==> config.mk <==
export PLATFORM = sky130hd
export DESIGN_NAME = if_stage_flat
export DESIGN_NICKNAME = d
export VERILOG_FILES = /design/src/rtl/if_stage_if.sv /design/src/rtl/if_stage.sv /design/src/flat_wrapper.sv
export SDC_FILE = /design/constraint.sdc
export NUM_CORES = 1
export LEC_CHECK = 0
export CORE_MARGIN = 1.5
export CORE_UTILIZATION = 35
export CTS_CLUSTER_SIZE = 16
export DETAILED_ROUTE_END_ITERATION = 8
export GPL_ROUTABILITY_DRIVEN = 0
export SETUP_SLACK_MARGIN = 0.1
export SKIP_CTS_REPAIR_TIMING = 1
export SYNTH_ARGS = -nofsm -noshare
export SYNTH_HDL_FRONTEND = slang
export SYNTH_SLANG_ARGS = --single-unit
==> constraint.sdc <==
create_clock -name clk -period 8 [get_ports clk]
set_input_delay 1.6 -clock clk [delete_from_list [all_inputs] [get_ports clk]]
set_output_delay 1.6 -clock clk [all_outputs]
set_load 0.02 [all_outputs]
==> src/rtl/if_stage_if.sv <==
// Fetch-side instruction memory bus: level request with stable address, one-cycle ack.
interface if_stage_if #(
  parameter int unsigned WORD_WIDTH = 32
);
  logic                  req;
  logic [WORD_WIDTH-1:0] addr;
  logic                  ack;
  logic [WORD_WIDTH-1:0] rdata;

  modport master (output req, output addr, input ack, input rdata);
  modport slave  (input req, input addr, output ack, output rdata);
endinterface

==> src/rtl/if_stage.sv <==
// Instruction fetch stage: owns the PC, talks to instruction memory and drives the
// IF/ID register. Handles decode freeze, branch redirects and wrong-path draining.
module if_stage #(
  parameter int unsigned           WORD_WIDTH = 32,
  parameter logic [WORD_WIDTH-1:0] RESET_PC   = '0,
  parameter logic [WORD_WIDTH-1:0] NOP_INSTR  = '0
) (
  input  logic                  clk,
  input  logic                  rst,
  input  logic                  freeze,
  input  logic                  branch_taken,
  input  logic [WORD_WIDTH-1:0] branch_address,
  if_stage_if.master            imem,
  output logic [WORD_WIDTH-1:0] pc,
  output logic [WORD_WIDTH-1:0] instruction,
  output logic                  valid
);

  typedef enum logic [1:0] {StFetch, StHold, StDrain} state_e;

  state_e                state_q, state_d;
  logic [WORD_WIDTH-1:0] pc_q, pc_d;
  logic [WORD_WIDTH-1:0] target_q, target_d;
  logic [WORD_WIDTH-1:0] buf_q, buf_d;
  logic [WORD_WIDTH-1:0] out_pc_q, out_pc_d;
  logic [WORD_WIDTH-1:0] out_instr_q, out_instr_d;
  logic                  out_valid_q, out_valid_d;
  logic                  req;
  logic                  ack;
  logic [WORD_WIDTH-1:0] pc_inc;

  // Request is gated by rst so nothing is issued while reset is held.
  assign req       = (state_q != StHold) && !rst;
  assign ack       = imem.ack && req;
  assign pc_inc    = pc_q + WORD_WIDTH'(4);
  assign imem.req  = req;
  assign imem.addr = pc_q;

  always_comb begin
    state_d     = state_q;
    pc_d        = pc_q;
    target_d    = target_q;
    buf_d       = buf_q;
    out_pc_d    = out_pc_q;
    out_instr_d = out_instr_q;
    out_valid_d = out_valid_q;

    if (branch_taken) begin
      // Redirect wins over freeze; the branch cycle always shows a bubble.
      out_instr_d = NOP_INSTR;
      out_valid_d = 1'b0;
      unique case (state_q)
        StFetch: begin
          if (ack) begin
            pc_d = branch_address;
          end else begin
            target_d = branch_address;
            state_d  = StDrain;
          end
        end
        StHold: begin
          pc_d    = branch_address;
          state_d = StFetch;
        end
        StDrain: begin
          if (ack) begin
            pc_d    = branch_address;
            state_d = StFetch;
          end else begin
            target_d = branch_address;
          end
        end
        default: state_d = StFetch;
      endcase
    end else begin
      unique case (state_q)
        StFetch: begin
          if (ack && freeze) begin
            buf_d   = imem.rdata;
            state_d = StHold;
          end else if (ack) begin
            out_pc_d    = pc_inc;
            out_instr_d = imem.rdata;
            out_valid_d = 1'b1;
            pc_d        = pc_inc;
          end else if (!freeze) begin
            out_instr_d = NOP_INSTR;
            out_valid_d = 1'b0;
          end
        end
        StHold: begin
          if (!freeze) begin
            out_pc_d    = pc_inc;
            out_instr_d = buf_q;
            out_valid_d = 1'b1;
            pc_d        = pc_inc;
            state_d     = StFetch;
          end
        end
        StDrain: begin
          // The outstanding fetch is wrong-path: consume its ack, then jump.
          if (ack) begin
            pc_d    = target_q;
            state_d = StFetch;
          end
          if (!freeze) begin
            out_instr_d = NOP_INSTR;
            out_valid_d = 1'b0;
          end
        end
        default: state_d = StFetch;
      endcase
    end
  end

  always_ff @(posedge clk or posedge rst) begin
    if (rst) begin
      state_q     <= StFetch;
      pc_q        <= RESET_PC;
      target_q    <= '0;
      buf_q       <= '0;
      out_pc_q    <= '0;
      out_instr_q <= NOP_INSTR;
      out_valid_q <= 1'b0;
    end else begin
      state_q     <= state_d;
      pc_q        <= pc_d;
      target_q    <= target_d;
      buf_q       <= buf_d;
      out_pc_q    <= out_pc_d;
      out_instr_q <= out_instr_d;
      out_valid_q <= out_valid_d;
    end
  end

  assign pc          = out_pc_q;
  assign instruction = out_instr_q;
  assign valid       = out_valid_q;

endmodule

==> src/flat_wrapper.sv <==
// flat-port wrapper written by rule: the top's interface ports become plain ports
module if_stage_flat 
#(
  parameter int unsigned           WORD_WIDTH = 32,
  parameter logic [WORD_WIDTH-1:0] RESET_PC   = '0,
  parameter logic [WORD_WIDTH-1:0] NOP_INSTR  = '0
)
  (clk, rst, freeze, branch_taken, branch_address, pc, instruction, valid, imem_req, imem_addr, imem_ack, imem_rdata);
  if_stage_if #(.WORD_WIDTH(WORD_WIDTH)) imem_i ();
  input  logic clk;
  input  logic rst;
  input  logic freeze;
  input  logic branch_taken;
  input  logic [WORD_WIDTH-1:0] branch_address;
  output logic [WORD_WIDTH-1:0] pc;
  output logic [WORD_WIDTH-1:0] instruction;
  output logic valid;
  output wire logic [$bits(imem_i.req)-1:0] imem_req;
  output wire logic [$bits(imem_i.addr)-1:0] imem_addr;
  input wire logic [$bits(imem_i.ack)-1:0] imem_ack;
  input wire logic [$bits(imem_i.rdata)-1:0] imem_rdata;
  assign imem_req = imem_i.req;
  assign imem_addr = imem_i.addr;
  assign imem_i.ack = imem_ack;
  assign imem_i.rdata = imem_rdata;
  if_stage #(.WORD_WIDTH(WORD_WIDTH), .RESET_PC(RESET_PC), .NOP_INSTR(NOP_INSTR)) u_core (.clk(clk), .rst(rst), .freeze(freeze), .branch_taken(branch_taken), .branch_address(branch_address), .imem(imem_i), .pc(pc), .instruction(instruction), .valid(valid));
endmodule
### Word level (Yosys, flattened, before mapping)

Cells that the tools add are included.

| storage, ports and cells | value |
|---|---|
| output and inout bits | 98 |
| register bits | 163 |
| bits of input ports | 69 |

| cells by class | value |
|---|---|
| reductions and logical operators | 14 |
| bitwise operators | 2 |
| multiplexer cells | 28 |
| equal/unequal tests | 14 |
| add/subtract/negate cells | 1 |

Operators by type and width:

| operator | number |
|---|---|
| 32-bit two-way mux | 11 |
| 32-bit case mux with 3 select lines | 2 |
| 32-bit case mux with 2 select lines | 2 |
| 32-bit by 3-bit adder with 32-bit output (second input constant) | 1 |
| 3-bit by 2-bit inequality test with 1-bit output (second input constant) | 5 |
| 3-bit AND reduction | 4 |
| 2-bit two-way mux | 5 |
| 3-bit inequality test (second input constant) | 3 |
| 7-bit AND reduction | 1 |
| 2-bit case mux with 3 select lines | 1 |
| 1-bit two-way mux | 5 |
| 5-bit AND reduction | 1 |
| 2-bit by 1-bit inequality test with 1-bit output (second input constant) | 2 |
| 2-bit inequality test (second input constant) | 2 |
| 2-bit case mux with 2 select lines | 1 |
| 4-bit nonzero test | 1 |
| 1-bit logical AND | 3 |
| 1-bit case mux with 3 select lines | 1 |
| 2-bit by 1-bit equality test with 1-bit output (second input constant) | 1 |
| 2-bit equality test (second input constant) | 1 |
| 2-bit logical NOT | 1 |
| 1-bit inverter | 2 |
| 2-bit nonzero test | 1 |
| 2-bit OR reduction | 1 |
| 1-bit logical NOT | 1 |

### Logic depth before layout (Yosys ltp)

Gate-level depths: netlist of run 1.

| logic depth | value |
|---|---|
| word-level depth | 7 |
| depth in mapped cells | 10 |

### Worst setup path after synthesis of run 1

OpenSTA, ideal clock, no wires.

| timing | value |
|---|---|
| path type | input to output |
| start point | input rst |
| end point | output imem_req |
| path slack | 4.146 ns |
| required time | 6.400 ns |
| data arrival time | 2.254 ns |
| cell stages on the path | 3 |
| cells stage by stage | clkbuf_2 > clkbuf_1 > nor2_1 |

| between the ends | value |
|---|---|
| word-level cells in the longest chain between the ends | 2 |

RTL lines:

| what | RTL line | RTL |
|---|---|---|
| from (decl) | flat_wrapper.sv:11 | `input logic rst;` |
| 1-bit logical NOT | if_stage.sv:33 | `assign req = (state_q != StHold) && !rst;` |
| 1-bit logical AND | if_stage.sv:33 |  |
| to (decl) | flat_wrapper.sv:18 | `output wire logic [$bits(imem_i.req)-1:0] imem_req;` |

Every way passes these cells.

### Worst setup path in the final report of run 1

Ends and elaborated chain as after synthesis.

==> key figures, run 1 <==
GRT
  • Vias in the first global route: 7182
  • Largest net degree at the start of global routing: 104
  • Global-route wire length before repair: 40.1 mm
  • Antenna violations before repair: 0
  • Gr ovfl total: 0
  • GR Util All Layers: 0.197

Clock network
  • CTS root buf: clkbuf_16
  • H-tree Lvls: 4
  • Clk buf depth: 2
  • CTS tree: yes
  • CTS clk-pin slew, worst paths: 0.07 ns
  • Worst-Skew Late Latency: 0.43 ns
  • Sink Count: 163
  • Num CTS Buffers: 17

Pwr
  • Net Sw Power: 1910 µW
  • Pleak: 0.00439 µW
  • Sequential share of power: 0.342
  • Clock share of power: 0.171
  • Combinational share of power: 0.487
  • P per Cell Area: 416 nW/µm²
  • Max rail drop VDD: 0.000199 V
  • Switching Share: 0.416
  • Int Power: 2690 µW

Synth
  • Syn_nets: 920
  • Mean Syn Cell Area: 10.2 µm²
  • Ys async rst share: 1.00
  • Post-synth EDFFs: 0
  • Number of distinct library cells after synthesis: 63
  • Cells after Synth: 846
  • Register bit total from synthesis: 163
  • Mapped cell area: 8630 µm²
  • Register area share after synthesis: 0.473
  • Ys flop type: dfrtp_1
  • Synth warn: 0

Timing
  • Worst clock skew: 0.0120 ns
  • Fin. Hold Viols: 0
  • Final Max Tran Viols: 0
  • RSZ-0062 raised after global routing: no
  • FMAX: 212 MHz
  • Setup-failing EPs final: 0
  • Post-layout min period: 4.73 ns
  • Setup TNS: 0 ns
  • Final Cycle Share: 0.591
  • Least-Margin Pin Slew: 1.17 ns
  • Slew HR: 0.222
  • Worst hold slack: 0.481 ns

Floorplan
  • Die footprint: 25600 µm²
  • Rows: 57
  • Num ports: 167
  • Core Region: 24200 µm²
  • Die W: 160 µm
  • Die H: 160 µm
  • Initial Util: 0.356

Route
  • WL per Instance: 18.8 µm
  • Router iterations before antenna repair: 5
  • Initial DRC Count: 490
  • DR vias: 7261
  • ANT nets after route: 0
  • Drt total wl: 24.6 mm
  • Vias per inst: 5.54
  • Drc violations: 0

Job
  • Max Cap Violations: 0

Layout
  • Layout Cells excl Fill: 1311
  • Final Util: 0.456
  • Share of cells above drive strength 1: 0.129
  • Final #Nets: 1048
  • Antenna diodes: 0
  • Area Overhead vs Synth: 28.3%

Placement
  • Post-Place Cells: 1279
  • I/O Buffers: 166
  • Post-DP HPWL: 15.2 mm

Worst setup path
  • CP required: 6.40 ns
  • WS Path Type: primary input to output port
  • Crit path DAT: 3.13 ns
  • Crit end category: output port
  • Crit-path max FO: 37
  • Critical Path Source Type: primary input

Worst hold path
  • HP Class: flop to flop

Run status
  • Status: completed
==> synthesized netlist by cell type, types with 11 or more instances <==
master | number | area (µm²)
buf_2 | 15 | 75.1
dfrtp_1 | 163 | 4080
nor2b_1 | 36 | 225
a311oi_1 | 33 | 289
nor4bb_1 | 32 | 320
inv_1 | 11 | 41.3
o31ai_1 | 36 | 270
a21oi_1 | 32 | 160
o21ai_0 | 80 | 400
nor2_1 | 35 | 131
clkbuf_1 | 48 | 180
nand2_1 | 84 | 315
mux2_2 | 66 | 743
xor2_1 | 12 | 105
xnor2_1 | 16 | 140
==> power groups by stage <==
stage	sequential, µW	combinational (µW)	clock, µW
4_1_cts	1580	2260	805
3_5_place_dp	1580	2250	0
5_1_grt	1640	2460	841
6_report	1580	2240	788
3_3_place_gp	1580	2220	0
2_1_floorplan	1780	1180	0
==> cell families after synthesis <==
family,Yosys count,synth area share
compound gates,254,0.201
xor+xnor,28,0.0284
fa+ha+maj,5,0.00725
buf+inv,84,0.0419
flops,163,0.473
mux,68,0.0886
simple gates,244,0.160
==> cell usage in the layout (no fill, tap or decap), types with 32 or more instances in the layout <==
cell and instances:
dfrtp_1 163, a311oi_1 33, nor2b_1 36, clkdlybuf4s50_1 165, nor2_1 35, nor4bb_1 32
o31ai_1 36, mux2_2 66, o21ai_0 80, nand2_1 84, a21oi_1 32
==> worst max-delay path: stages <==
cell and delay, ns:
clkdlybuf4s50_1 0.45, buf_4 0.42, nor2_1 0.08, clkdlybuf4s50_1 0.55
==> final timing paths <==
path	from	endpoint	cells past startpoint	slack, ns
worst max-delay path	rst	imem_req	4	3.27
worst min-delay path	u_core.pc[14]$_DFFE_PP0P_	u_core.pc[14]$_DFFE_PP0P_	2	0.48
worst max register to register	u_core.state_q[1]$_DFFE_PP0P_	u_core.imem.addr[16]$_DFFE_PP0P_	8	4.72
worst min register to register	u_core.pc[14]$_DFFE_PP0P_	u_core.pc[14]$_DFFE_PP0P_	2	0.48
max in group asynchronous	rst	u_core.target_q[28]$_DFFE_PP0P_	4	4.55
min in group asynchronous	rst	u_core.buf_q[12]$_DFFE_PP0P_	3	2.07
==> through the flow <==
stage,setup slack (ns),power (µW),area (µm²)
global route,3.22,4940,11100
CTS,3.29,4640,11100
global placement,3.26,3800,10500
floorplan,1.62,2960,8630
detailed placement,3.19,3840,10500
finish,3.27,4610,11100
==> metal layers <==
layer	track usage	share of wire	vias up	wire length (µm)
li1	-	-	3402	-
met1	0.270	0.46	3593	11400
met2	0.317	0.46	254	11400
met3	0.0457	0.067	12	1660
met4	0.0442	0.0054	0	133
met5	0	0	-	0
==> flip-flops by register name (all words and copies together) (netlist names) <==
| register | cells |
|---|---|
| u_core.buf_q | 32 |
| u_core.imem.addr | 32 |
| u_core.instruction | 32 |
| u_core.pc | 32 |
| u_core.state_q | 2 |
| u_core.target_q | 32 |
| u_core.valid | 1 |
==> cell type report <==
class                   instances  area, µm²
clock inverters                11       93.8
flip-flops and latches        163       4080
well taps                     324        405
fillers                      2332      13200
repair buffers                181       1770
inverters                      12       50.0
clock buffers                  21        460
multi-input cells             599       4210
(Power assumes the default switching activity.)
==> run 2: changes to the inputs <==
Clock period 8 ns to 4.7 ns, I/O delays scaled along.
==> key figures, run 2 (synthesis gave the netlist of run 1 again) <==
Worst setup path
  • R2R depth: 7
  • Worst path depth: 4
  • Cell mode on critical path: clkdlybuf4s50_1
  • Slowest-stage cell, CP: clkdlybuf4s50_1
  • CP required: 3.76 ns
  • Crit end category: output port
  • Critical Path Source Type: primary input
  • Crit-path max FO: 36
  • Slowest cell delay on critical path: 0.55 ns
  • Cell family contributing the most delay on the critical path: buffers and inverters
  • Buf/Inv on CP: 3
  • WS Path Type: primary input to output port
  • Critical-path cell list: clkdlybuf4s50_1 > buf_4 > nor2_1 > clkdlybuf4s50_1
  • Crit path DAT: 2.51 ns

Timing
  • FMAX: 290 MHz
  • Setup-failing EPs final: 0
  • Fin. Hold Viols: 0
  • Slew HR: 0.255
  • Worst Slack Setup Final: 1.25 ns
  • Post-layout min period: 3.45 ns
  • Worst hold slack: 0.477 ns
  • Setup TNS: 0 ns
  • Final Cycle Share: 0.733
  • Worst clock skew: 0.0141 ns
  • Final Max Tran Viols: 0
  • RSZ-0062 raised after global routing: no
  • Least-Margin Pin Slew: 1.12 ns

GRT
  • Vias in the first global route: 7071
  • Global-route wire length before repair: 39.6 mm
  • Gr ovfl total: 0
  • GR Util All Layers: 0.195
  • Largest net degree at the start of global routing: 73
  • Antenna violations before repair: 0

Clock network
  • Sink Count: 163
  • H-tree Lvls: 4
  • CTS root buf: clkbuf_16
  • CTS tree: yes
  • Num CTS Buffers: 17
  • CTS clk-pin slew, worst paths: 0.07 ns
  • Worst-Skew Late Latency: 0.44 ns
  • Clk buf depth: 2

Worst hold path
  • Hold Path Stages: 2
  • HP Class: flop to flop

Route
  • Vias per inst: 5.50
  • Router iterations before antenna repair: 5
  • Drc violations: 0
  • WL per Instance: 18.8 µm
  • Initial DRC Count: 506
  • Drt total wl: 24.8 mm
  • DR vias: 7240
  • ANT nets after route: 0

Floorplan
  • Die footprint: 25600 µm²
  • Core Region: 24200 µm²
  • Initial Util: 0.356
  • Num ports: 167
  • Die H: 160 µm
  • Rows: 57
  • Die W: 160 µm

Layout
  • Share of cells above drive strength 1: 0.136
  • Antenna diodes: 0
  • Commonest non-fill, non-tap cell in the layout: clkdlybuf4s50_1
  • Area Overhead vs Synth: 29.4%
  • Most frequent cells in the layout: 165 x clkdlybuf4s50_1, 163 x dfrtp_1, 84 x nand2_1
  • Final #Nets: 1054
  • Layout Cells excl Fill: 1317

Pwr
  • P per Cell Area: 712 nW/µm²
  • Pleak: 0.00445 µW
  • Max rail drop VDD: 0.000309 V
  • Final Power: 7950 µW

Run status
  • Status: completed

Placement
  • Post-Place Cells: 1285
  • I/O Buffers: 166
  • Post-DP HPWL: 15.7 mm
  • Place WS: 1.12 ns

Job
  • Max Cap Violations: 0
run 2: changes by cell type in the layout (fill, tap and decap cells not counted), sizes merged:
cell / change
buf: +6
clkbuf: -4
inv: +3
clkinv: +2
clkinvlp: -2
bufinv: +1
run 2: final timing paths:
| check | slack, ns | start | to |
|---|---|---|---|
| min in group asynchronous | 1.42 | rst | u_core.buf_q[29]$_DFFE_PP0P_ |
| setup reg to reg | 1.63 | u_core.state_q[0]$_DFFE_PP0P_ | u_core.imem.addr[4]$_DFFE_PP0P_ |
| hold / removal | 0.48 | u_core.pc[24]$_DFFE_PP0P_ | u_core.pc[24]$_DFFE_PP0P_ |
| max in group asynchronous | 2.53 | rst | u_core.target_q[23]$_DFFE_PP0P_ |
| setup / recovery | 1.25 | rst | imem_req |
| hold reg to reg | 0.48 | u_core.pc[24]$_DFFE_PP0P_ | u_core.pc[24]$_DFFE_PP0P_ |
run 2: area by class of cell:
type / instances / area (µm²)
fill: 2334 / 13100
inverter: 12 / 48.8
timing repair buffer: 187 / 1810
clock inverter: 15 / 186
clock buffer: 17 / 425
tap: 324 / 405
multi-input combinational: 599 / 4210
sequential: 163 / 4080
run 2: worst reg2reg max path, cell delays in order, from the launching register on:
cell and delay [ns]:
dfrtp_1 0.40, inv_1 0.12, ha_1 0.72, nor3_1 0.22
a2111o_1 0.85, buf_4 0.35, a211oi_1 0.24, nor2_1 0.06
run 2: power by group:
group | leakage [µW] | internal (µW) | switching [µW]
clock network | 0.000297 | 769 | 685
registers | 0.00201 | 2090 | 598
logic | 0.00215 | 1770 | 2030
run 2: layer usage:
| metal | vias up | share of wire | track usage |
|---|---|---|---|
| met5 | - | 0 | 0 |
| met4 | 0 | 0.012 | 0.0531 |
| met3 | 27 | 0.061 | 0.0397 |
| met2 | 224 | 0.46 | 0.301 |
| met1 | 3559 | 0.47 | 0.278 |
| li1 | 3430 | - | - |
run 2: per-stage QoR:
| stage | util | cell area (µm²) |
|---|---|---|
| global route | 0.461 | 11200 |
| finish | 0.461 | 11200 |
| CTS | 0.461 | 11200 |
| global placement | 0.435 | 10600 |
| floorplan | - | 8630 |
| detailed placement | 0.435 | 10600 |
